File: config.mk
export PLATFORM = sky130hd
export DESIGN_NAME = execute_stage
export DESIGN_NICKNAME = d
export VERILOG_FILES = /design/src/rtl/execute_stage_pkg.sv /design/src/rtl/execute_stage_alu.sv /design/src/rtl/execute_stage_alu_control.sv /design/src/rtl/execute_stage.sv
export SDC_FILE = /design/constraint.sdc
export NUM_CORES = 1
export LEC_CHECK = 0
export BUFFER_PORTS_ARGS = -buffer_cell sky130_fd_sc_hd__buf_2
export CAP_MARGIN = 40
export CORE_ASPECT_RATIO = 1.1
export CORE_MARGIN = 5
export CORE_UTILIZATION = 40
export CTS_CLUSTER_DIAMETER = 50
export DETAILED_ROUTE_END_ITERATION = 8
export PLACE_DENSITY = 0.73
export SKIP_LAST_GASP = 1
export SYNTH_ARGS = -nofsm -noshare
export SYNTH_HDL_FRONTEND = slang
export SYNTH_SLANG_ARGS = --single-unit
File: constraint.sdc
create_clock -name i_clock -period 4.8 [get_ports i_clock]
set_clock_uncertainty 0.2 [all_clocks]
set_input_delay 0.24 -clock i_clock [delete_from_list [all_inputs] [get_ports i_clock]]
set_output_delay 0.24 -clock i_clock [all_outputs]
set_load 0.1 [all_outputs]
File: src/rtl/execute_stage_pkg.sv
// Shared constants, ALU/alu_op/funct encodings and the EX/MEM payload for the EX stage.
package execute_stage_pkg;

  localparam int unsigned PROC_BITS = 32;
  localparam int unsigned REG_ADDR  = 5;
  localparam int unsigned SHAMT_W   = 5;

  typedef enum logic [3:0] {
    ALU_ADD = 4'd0,
    ALU_SUB = 4'd1,
    ALU_AND = 4'd2,
    ALU_OR  = 4'd3,
    ALU_XOR = 4'd4,
    ALU_NOR = 4'd5,
    ALU_SLT = 4'd6,
    ALU_SLL = 4'd7,
    ALU_SRL = 4'd8,
    ALU_SRA = 4'd9,
    ALU_LUI = 4'd10
  } alu_sel_e;

  typedef enum logic [2:0] {
    OP_ADD   = 3'b000,
    OP_SUB   = 3'b001,
    OP_RTYPE = 3'b010,
    OP_AND   = 3'b011,
    OP_OR    = 3'b100,
    OP_XOR   = 3'b101,
    OP_SLT   = 3'b110,
    OP_LUI   = 3'b111
  } alu_op_e;

  // ALU A-operand source: register, instruction shamt, or low bits of rs
  typedef enum logic [1:0] {
    A_RS     = 2'd0,
    A_SHAMT  = 2'd1,
    A_RS_LOW = 2'd2
  } a_sel_e;

  localparam logic [5:0] FN_ADD  = 6'b100000;
  localparam logic [5:0] FN_ADDU = 6'b100001;
  localparam logic [5:0] FN_SUB  = 6'b100010;
  localparam logic [5:0] FN_SUBU = 6'b100011;
  localparam logic [5:0] FN_AND  = 6'b100100;
  localparam logic [5:0] FN_OR   = 6'b100101;
  localparam logic [5:0] FN_XOR  = 6'b100110;
  localparam logic [5:0] FN_NOR  = 6'b100111;
  localparam logic [5:0] FN_SLT  = 6'b101010;
  localparam logic [5:0] FN_SLL  = 6'b000000;
  localparam logic [5:0] FN_SRL  = 6'b000010;
  localparam logic [5:0] FN_SRA  = 6'b000011;
  localparam logic [5:0] FN_SLLV = 6'b000100;
  localparam logic [5:0] FN_SRLV = 6'b000110;
  localparam logic [5:0] FN_SRAV = 6'b000111;

  typedef struct packed {
    logic                 valid;
    logic                 reg_write;
    logic                 mem_read;
    logic                 mem_write;
    logic                 mem_to_reg;
    logic [PROC_BITS-1:0] alu_result;
    logic [PROC_BITS-1:0] store_data;
    logic [REG_ADDR-1:0]  wr_addr;
  } ex_mem_t;

  // MEM result beats WB data; register $zero is never forwarded
  function automatic logic [PROC_BITS-1:0] forward_operand(
    input logic [REG_ADDR-1:0]  src,
    input logic [PROC_BITS-1:0] reg_val,
    input logic                 mem_we,
    input logic [REG_ADDR-1:0]  mem_addr,
    input logic [PROC_BITS-1:0] mem_val,
    input logic                 wb_we,
    input logic [REG_ADDR-1:0]  wb_addr,
    input logic [PROC_BITS-1:0] wb_val
  );
    logic [PROC_BITS-1:0] val;
    val = reg_val;
    if (wb_we && (wb_addr == src) && (src != '0)) val = wb_val;
    if (mem_we && (mem_addr == src) && (src != '0)) val = mem_val;
    return val;
  endfunction

endpackage

File: src/rtl/execute_stage_alu.sv
// Combinational ALU; shifts move B by A[4:0], LUI moves B up by 16.
module execute_stage_alu
  import execute_stage_pkg::*;
(
  input  logic [PROC_BITS-1:0] a,
  input  logic [PROC_BITS-1:0] b,
  input  logic [3:0]           operation,
  output logic [PROC_BITS-1:0] result_c
);

  logic [SHAMT_W-1:0] amt;

  assign amt = a[SHAMT_W-1:0];

  always_comb begin
    result_c = '0;
    case (operation)
      ALU_ADD: result_c = a + b;
      ALU_SUB: result_c = a - b;
      ALU_AND: result_c = a & b;
      ALU_OR:  result_c = a | b;
      ALU_XOR: result_c = a ^ b;
      ALU_NOR: result_c = ~(a | b);
      ALU_SLT: result_c = PROC_BITS'($signed(a) < $signed(b));
      ALU_SLL: result_c = b << amt;
      ALU_SRL: result_c = b >> amt;
      ALU_SRA: result_c = PROC_BITS'($signed(b) >>> amt);
      ALU_LUI: result_c = b << 16;
      default: result_c = '0;
    endcase
  end

endmodule

File: src/rtl/execute_stage_alu_control.sv
// Decodes alu_op/funct into the ALU operation, A-operand source and an illegal-funct flag.
module execute_stage_alu_control
  import execute_stage_pkg::*;
(
  input  logic [2:0] alu_op,
  input  logic [5:0] funct,
  output logic [3:0] operation_c,
  output logic [1:0] a_sel_c,
  output logic       illegal_c
);

  always_comb begin
    operation_c = ALU_ADD;
    a_sel_c     = A_RS;
    illegal_c   = 1'b0;
    case (alu_op)
      OP_ADD: operation_c = ALU_ADD;
      OP_SUB: operation_c = ALU_SUB;
      OP_AND: operation_c = ALU_AND;
      OP_OR:  operation_c = ALU_OR;
      OP_XOR: operation_c = ALU_XOR;
      OP_SLT: operation_c = ALU_SLT;
      OP_LUI: operation_c = ALU_LUI;
      OP_RTYPE: begin
        case (funct)
          FN_ADD, FN_ADDU: operation_c = ALU_ADD;
          FN_SUB, FN_SUBU: operation_c = ALU_SUB;
          FN_AND:          operation_c = ALU_AND;
          FN_OR:           operation_c = ALU_OR;
          FN_XOR:          operation_c = ALU_XOR;
          FN_NOR:          operation_c = ALU_NOR;
          FN_SLT:          operation_c = ALU_SLT;
          FN_SLL:  begin operation_c = ALU_SLL; a_sel_c = A_SHAMT;  end
          FN_SRL:  begin operation_c = ALU_SRL; a_sel_c = A_SHAMT;  end
          FN_SRA:  begin operation_c = ALU_SRA; a_sel_c = A_SHAMT;  end
          FN_SLLV: begin operation_c = ALU_SLL; a_sel_c = A_RS_LOW; end
          FN_SRLV: begin operation_c = ALU_SRL; a_sel_c = A_RS_LOW; end
          FN_SRAV: begin operation_c = ALU_SRA; a_sel_c = A_RS_LOW; end
          default: illegal_c = 1'b1;
        endcase
      end
      default: illegal_c = 1'b1;
    endcase
  end

endmodule

File: src/rtl/execute_stage.sv
// EX stage: operand forwarding, ALU control/ALU, EX/MEM pipeline register.
// Optional macro EX_FORWARDING_EN enables MEM/WB forwarding onto rs/rt.
module execute_stage
  import execute_stage_pkg::*;
(
  input  logic                 i_clock,
  input  logic                 i_reset,
  input  logic                 i_stall,
  input  logic                 i_flush,
  input  logic                 i_valid,
  input  logic [PROC_BITS-1:0] i_rs_data,
  input  logic [PROC_BITS-1:0] i_rt_data,
  input  logic [PROC_BITS-1:0] i_imm_ext,
  input  logic [4:0]           i_shamt,
  input  logic [5:0]           i_funct,
  input  logic [2:0]           i_alu_op,
  input  logic                 i_alu_src,
  input  logic                 i_reg_dst,
  input  logic [REG_ADDR-1:0]  i_rs_addr,
  input  logic [REG_ADDR-1:0]  i_rt_addr,
  input  logic [REG_ADDR-1:0]  i_rd_addr,
  input  logic                 i_reg_write,
  input  logic                 i_mem_read,
  input  logic                 i_mem_write,
  input  logic                 i_mem_to_reg,
  input  logic                 i_mem_reg_write,
  input  logic [REG_ADDR-1:0]  i_mem_wr_addr,
  input  logic [PROC_BITS-1:0] i_mem_result,
  input  logic                 i_wb_reg_write,
  input  logic [REG_ADDR-1:0]  i_wb_wr_addr,
  input  logic [PROC_BITS-1:0] i_wb_data,
  output logic                 o_valid,
  output logic                 o_reg_write,
  output logic                 o_mem_read,
  output logic                 o_mem_write,
  output logic                 o_mem_to_reg,
  output logic [PROC_BITS-1:0] o_alu_result,
  output logic [PROC_BITS-1:0] o_store_data,
  output logic [REG_ADDR-1:0]  o_wr_addr
);

  logic [PROC_BITS-1:0] rs_fwd;
  logic [PROC_BITS-1:0] rt_fwd;
  logic [PROC_BITS-1:0] alu_a;
  logic [PROC_BITS-1:0] alu_b;
  logic [PROC_BITS-1:0] alu_result_c;
  logic [3:0]           operation_c;
  logic [1:0]           a_sel_c;
  logic                 illegal_c;
  ex_mem_t              ex_mem_d;
  ex_mem_t              ex_mem_q;

`ifdef EX_FORWARDING_EN
  assign rs_fwd = forward_operand(i_rs_addr, i_rs_data, i_mem_reg_write, i_mem_wr_addr,
                                  i_mem_result, i_wb_reg_write, i_wb_wr_addr, i_wb_data);
  assign rt_fwd = forward_operand(i_rt_addr, i_rt_data, i_mem_reg_write, i_mem_wr_addr,
                                  i_mem_result, i_wb_reg_write, i_wb_wr_addr, i_wb_data);
`else
  logic unused_fwd;

  assign rs_fwd     = i_rs_data;
  assign rt_fwd     = i_rt_data;
  assign unused_fwd = ^{i_rs_addr, i_mem_reg_write, i_mem_wr_addr, i_mem_result,
                        i_wb_reg_write, i_wb_wr_addr, i_wb_data};
`endif

  execute_stage_alu_control u_alu_control (
    .alu_op      (i_alu_op),
    .funct       (i_funct),
    .operation_c (operation_c),
    .a_sel_c     (a_sel_c),
    .illegal_c   (illegal_c)
  );

  // Operand selection; LUI always takes the immediate on B
  always_comb begin
    alu_a = rs_fwd;
    if (a_sel_c == A_SHAMT)  alu_a = PROC_BITS'(i_shamt);
    if (a_sel_c == A_RS_LOW) alu_a = PROC_BITS'(rs_fwd[SHAMT_W-1:0]);
    alu_b = (i_alu_src || (i_alu_op == OP_LUI)) ? i_imm_ext : rt_fwd;
  end

  execute_stage_alu u_alu (
    .a         (alu_a),
    .b         (alu_b),
    .operation (operation_c),
    .result_c  (alu_result_c)
  );

  // Next EX/MEM payload; an invalid slot becomes an all-zero bubble
  always_comb begin
    ex_mem_d = '0;
    if (i_valid) begin
      ex_mem_d.valid      = 1'b1;
      ex_mem_d.reg_write  = i_reg_write && !illegal_c;
      ex_mem_d.mem_read   = i_mem_read;
      ex_mem_d.mem_write  = i_mem_write;
      ex_mem_d.mem_to_reg = i_mem_to_reg;
      ex_mem_d.alu_result = illegal_c ? '0 : alu_result_c;
      ex_mem_d.store_data = rt_fwd;
      ex_mem_d.wr_addr    = i_reg_dst ? i_rd_addr : i_rt_addr;
    end
  end

  always_ff @(posedge i_clock) begin
    if (!i_reset) begin
      ex_mem_q <= '0;
    end else if (i_flush) begin
      ex_mem_q <= '0;
    end else if (!i_stall) begin
      ex_mem_q <= ex_mem_d;
    end
  end

  assign o_valid      = ex_mem_q.valid;
  assign o_reg_write  = ex_mem_q.reg_write;
  assign o_mem_read   = ex_mem_q.mem_read;
  assign o_mem_write  = ex_mem_q.mem_write;
  assign o_mem_to_reg = ex_mem_q.mem_to_reg;
  assign o_alu_result = ex_mem_q.alu_result;
  assign o_store_data = ex_mem_q.store_data;
  assign o_wr_addr    = ex_mem_q.wr_addr;

endmodule

* Yosys cells after proc, flatten, opt, wreduce, memory -nomap -nowiden
Cells that the tools add are included.
** Cells by class
- $add $sub $neg :: 2
- $lt $le $gt $ge :: 1
- Equal/unequal tests :: 33
- Shift-type cells :: 3
- Mux-type cells :: 13
- Bitwise logic cells :: 5
- Reductions and logical operators :: 14
** Operators by type and width (number)
- case mux 32 bit (11 select lines) :: 1
- 2-to-1 mux 32 bit :: 4
- 2-to-1 mux 74 bit :: 1
- == test 6 bit (second input constant) :: 9
- case mux 4 bit (9 select lines) :: 1
- adder 32 bit :: 1
- AND 32 bit :: 1
- < comparator 32 bit :: 1
- inverter 32 bit :: 1
- OR 32 bit :: 1
- case mux 4 bit (8 select lines) :: 1
- left shift 32 x 5 -> 32 bit :: 1
- right shift 32 x 5 -> 32 bit :: 1
- >>> shifter 32 x 5 -> 32 bit :: 1
- subtractor 32 bit :: 1
- bitwise XOR 32 bit :: 1
- == test 6 x 3 -> 1 bit (second input constant) :: 3
- == test 4 x 3 -> 1 bit (second input constant) :: 4
- OR reduction 15 bit :: 1
- == test 3 bit (second input constant) :: 4
- == test 4 bit (second input constant) :: 3
- == test 6 x 2 -> 1 bit (second input constant) :: 2
- OR reduction 2 bit :: 5
- == test 4 x 2 -> 1 bit (second input constant) :: 2
- 17 further kinds :: 20
** Word-level totals
- Register bits :: 74
- Input port bits :: 212
- Output and inout port bits :: 74
- Logic and storage cells :: 79

* Longest topological paths before layout
- Word-level depth :: 12
- Depth in mapped cells :: 21
- Depth with buffers taken out :: 17

* Modules after synthesis
A second synthesis with hierarchy kept.
** Unflattened totals
- Cell total of the unflattened synthesis :: 1686
- Area, all modules :: 12851.1 µm²
** By module, submodules not included
- execute_stage_alu :: instances 1, cells an instance 1324, area each 9308.9 µm²
- execute_stage :: instances 1, cells an instance 327, area each 3316.9 µm²
- execute_stage_alu_control :: instances 1, cells an instance 35, area each 225.2 µm²

* Worst setup path before layout
No wires, ideal clock.
- Kind :: input-to-reg
- From :: in i_funct[3]
- To :: reg ex_mem_q (netlist bit o_alu_result[31])
- Library setup time :: 0.120 ns
- Arrival time :: 4.706 ns
- Setup slack :: -0.226 ns
- Stages :: 19
- Cells stage by stage :: buf_6 > or3_1 > buf_4 > nor4_4 > mux2i_1 > clkbuf_1 > clkbuf_1 > buf_2 > ha_1 > clkbuf_1 > or4_1 > nand3b_1 > o31ai_1 > a211o_1 > a221oi_1 > nand2_1 > a31o_2 > mux2i_1 > o31a_1
** On the way
- Word-level cells in the longest chain between the ends :: 12
- Elaborated cells on any way between the ends :: 55
** Ends and longest elaborated chain
- from (decl) :: RTL line execute_stage.sv:15 : input logic [5:0] i_funct,
- parallel branches: the longest is 10 deep, another holds subtractor 32 bit
- 2-to-1 mux 32 bit * :: RTL line execute_stage.sv:99 : ex_mem_d.alu_result = illegal_c ? '0 : alu_result_c;
- 2-to-1 mux 74 bit * :: RTL line execute_stage.sv:93 : if (i_valid) begin
- to (signal assigned) :: RTL line execute_stage.sv:111 : ex_mem_q <= ex_mem_d;
- to (decl) :: RTL line execute_stage.sv:51 : ex_mem_t ex_mem_q;
Every way passes the cells marked *.
A chain may end at the register's enable or synchronous reset.

* Worst setup path in the final report
- From :: in i_alu_op[2]
- To :: reg ex_mem_q (netlist bit o_alu_result[0])
** On the way
- Word-level cells in the longest chain between the ends :: 10
- Elaborated cells on any way between the ends :: 41
** Ends and longest elaborated chain
- from (decl) :: RTL line execute_stage.sv:16 : input logic [2:0] i_alu_op,
- parallel branches: the longest is 8 deep, another holds subtractor 32 bit
- 2-to-1 mux 32 bit * :: RTL line execute_stage.sv:99
- 2-to-1 mux 74 bit * :: RTL line execute_stage.sv:93
Marks and branches as above.

==> run_results.csv <==
group,metric,value,unit
floorplanning,die_area,35000,um2
setup_path,cp_cell_sequence,"buf_2 -> buf_4 -> a31oi_4 -> buf_4 -> buf_4 -> mux2i_1 -> buf_12 -> ha_1 -> nor4_1 -> o21ai_0 -> a31oi_1 -> a211oi_1 -> o31a_1 -> or3_1 -> o31ai_1 -> buf_4 -> a311oi_1",
timing,drv_slew,0,
cells_and_area,multiInputGateArea,10100,um2
power_and_ir_drop,ir_worst_vdd,197,uV
cts,path_clk_slew,0.07,ns
setup_path,cp_max_fo,18,
cts,htree_levels,3,
yosys,synth_fp_nets,2124,
placement,dp_hpwl,52200,um
floorplanning,rows,68,
global_route,grt_util_all_layers,0.370,
cts,clk_latency,0.35,ns
cts,cts_setup_buffers,0,
cells_and_area,seqCellArea,1480,um2
timing,finalCritPeriodShare,0.938,
outcome,status,"completed",
hold_path,hold_class,"in2reg",
job,cap_violations,0,
detailed_routing,dr.first_iter.drc_count,2333,
yosys,synth_area_leader_cell,"dfxtp_1",
yosys,synth_top_area_frac,0.118,
detailed_routing,routedWlPerCell,27.1,um
detailed_routing,drt.antenna.violating_nets,0,
placement,numPortBuffers,204,
yosys,synth_edf_count,0,
setup_path,cpPeakStageDelay,0.40,ns
cts,cts_sinks,74,
global_route,grt_max_degree,59,
cts,cts_root_buffer,"clkbuf_16",
setup_path,critPathSlowestCell,"buf_4",
setup_path,worst_path_dominant_cell_family,"compound AO/OA/AOI/OAI gates",
yosys,avgSynthCellArea,6.91,um2
setup_path,startpoint_type,"input pin",
timing,hold_violations,0,
power_and_ir_drop,power_density,212,nW/um2
timing,setup_viol,0,
global_route,gr-total-overflow,0,
floorplanning,die_h,196,um
detailed_routing,vias,16600,
yosys,synth_most_common_cell,"nand2_1",
global_route,grt_pass1_vias,15600,
yosys,netlist_area,12500,um2
setup_path,cpMostUsedCell,"buf_4",
cells_and_area,area_growth,22.1,%
setup_path,end_kind,"register",
global_route,antenna_found_initial,3,
detailed_routing,drt_first_pass_iters,6,
cells_and_area,nets,2379,
setup_path,worst_ep_arrival_time,4.52,ns
yosys,ys_top_cells_by_count,"nand2_1 (183), nor2_1 (165), a21oi_1 (146), o21ai_0 (134)",
cts,cts_tree,"built",
floorplanning,die_w,179,um
detailed_routing,viasPerCell,6.67,
cts,cts_buffers,9,
timing,period_needed,4.50,ns
timing,worst_slew_pin_slew,0.829,ns
yosys,postSynthCellCount,1813,
yosys,yosysSeqAreaShare,0.118,
yosys,ys_top_cells_by_area,"dfxtp_1 (12%), ha_1 (9.7%), mux2i_1 (6.8%)",
yosys,synthFlopType,"dfxtp_1",
timing,relSlewSlack,0.445,
global_route,grt_pass1_wl,98300,um
setup_path,worstSetupPathType,"in2reg",
yosys,yosysWarnings,0,
floorplanning,initial_utilization,0.402,
timing,fmax,0.222,GHz
floorplanning,ioPinCount,286,
cts,clockBufferDepth,2,
cells_and_area,layout-drive-gt1-share,0.217,
setup_path,cp.required,4.82,ns
timing,whs,0.00179,ns
timing,rsz0062_at_grt,"false",
placement,place.gp.congestion,1.06,
detailed_routing,route.detailed.drc,0,
timing,fin_setup_tns,0,ns
placement,post-place-ws,-0.119,ns
timing,fin_ws,0.296,ns
floorplanning,coreArea,31100,um2
power_and_ir_drop,p_leak,6.78,nW
setup_path,reg2reg_slack,2.71,ns
setup_path,critPathBufInv,6,
yosys,async_flop_share,0,
detailed_routing,wirelength,67600,um
yosys,synth-seq-cells,74,
yosys,synth.distinct_cells,105,
cells_and_area,fillers,3206,
==> layer usage <==
| layer | vias up | wire length, um | share of wire | track usage |
|---|---|---|---|---|
| li1 | 7330 | - | - | - |
| met1 | 7847 | 25800 | 0.38 | 0.477 |
| met2 | 1190 | 29200 | 0.43 | 0.566 |
| met3 | 275 | 7890 | 0.12 | 0.0873 |
| met4 | 4 | 4670 | 0.069 | 0.199 |
| met5 | - | 23 | 0.00034 | 0 |
==> placed cells by master, fill, tap and decap left out, types with 14 or more instances in the layout <==
cell	instances
ha_1	97
mux2i_1	84
a221oi_1	25
nand3_1	63
inv_1	87
and3_1	20
a211oi_1	29
a222oi_1	14
a22oi_1	47
a31oi_1	28
o211ai_1	43
nand2b_1	14
o21ai_0	132
a311oi_1	21
o22ai_1	18
nor2_1	163
nand2_1	183
nor3_1	40
buf_4	159
a21oi_1	146
o21ai_1	18
buf_2	204
dfxtp_1	74
a21o_1	22
dlygate4sd3_1	30
==> final timing paths <==
kind | depth (start not counted) | from | endpoint
worst max-delay path | 17 | i_alu_op[2] | o_alu_result[0]$_SDFFE_PP0N_
worst min-delay path | 3 | i_rt_data[1] | o_store_data[1]$_SDFFE_PP0N_
worst max register to register | 5 | o_alu_result[5]$_SDFFE_PP0N_ | o_alu_result[5]$_SDFFE_PP0N_
worst min register to register | 2 | o_valid$_SDFFE_PP0N_ | o_valid$_SDFFE_PP0N_
==> layout make-up <==
| class | count | share of cell area |
|---|---|---|
| Inverter | 93 | 0.0230 |
| Timing Repair Buffer | 396 | 0.168 |
| Clock buffer | 10 | 0.0156 |
| Sequential cell | 74 | 0.0968 |
| Clock inverter | 6 | 0.00409 |
| Tap cell | 420 | 0.0344 |
| Multi-Input combinational cell | 1494 | 0.658 |
| Antenna cell | 1 | 0.000164 |
==> repair_timing <==
item | 4_1_cts | 5_1_grt
hold endpoints to repair | 30 | 0
hold buffers | 30 | 0
gates resized for setup | 0 | 5
endpoints found under the setup margin | 0 | 2
==> report_power, final <==
| group | switching [mW] | internal, mW |
|---|---|---|
| clock | 0.328 | 0.419 |
| sequential | 0.0100 | 0.627 |
| combinational | 1.21 | 0.651 |
| total | 1.54 | 1.70 |
==> worst register-to-register path: cells and delay by family, from the launching register on <==
family / cells / cell delay, ns
AO/OA/AOI/OAI: 2 / 0.87
AND/OR/NAND/NOR: 2 / 0.32
buffers and inverters: 1 / 0.21
flip-flops: 1 / 0.38
==> metrics by stage <==
step	utilization	power (mW)	area, um2	cells
floorplan	-	1.79	12600	1813
global placement	0.471	2.41	14700	2445
detailed placement	0.472	2.41	14700	2446
CTS	0.491	3.18	15300	2492
global route	0.491	3.37	15300	2493
finish	0.491	3.24	15300	2494
==> kinds of logic after synthesis <==
logic type | synth area share
fa+ha+maj | 0.100
mux | 0.0798
flops | 0.118
compound gates | 0.392
simple gates | 0.214
buf+inv | 0.0834
xor+xnor | 0.0126
Power figures use the tool's default switching activity.
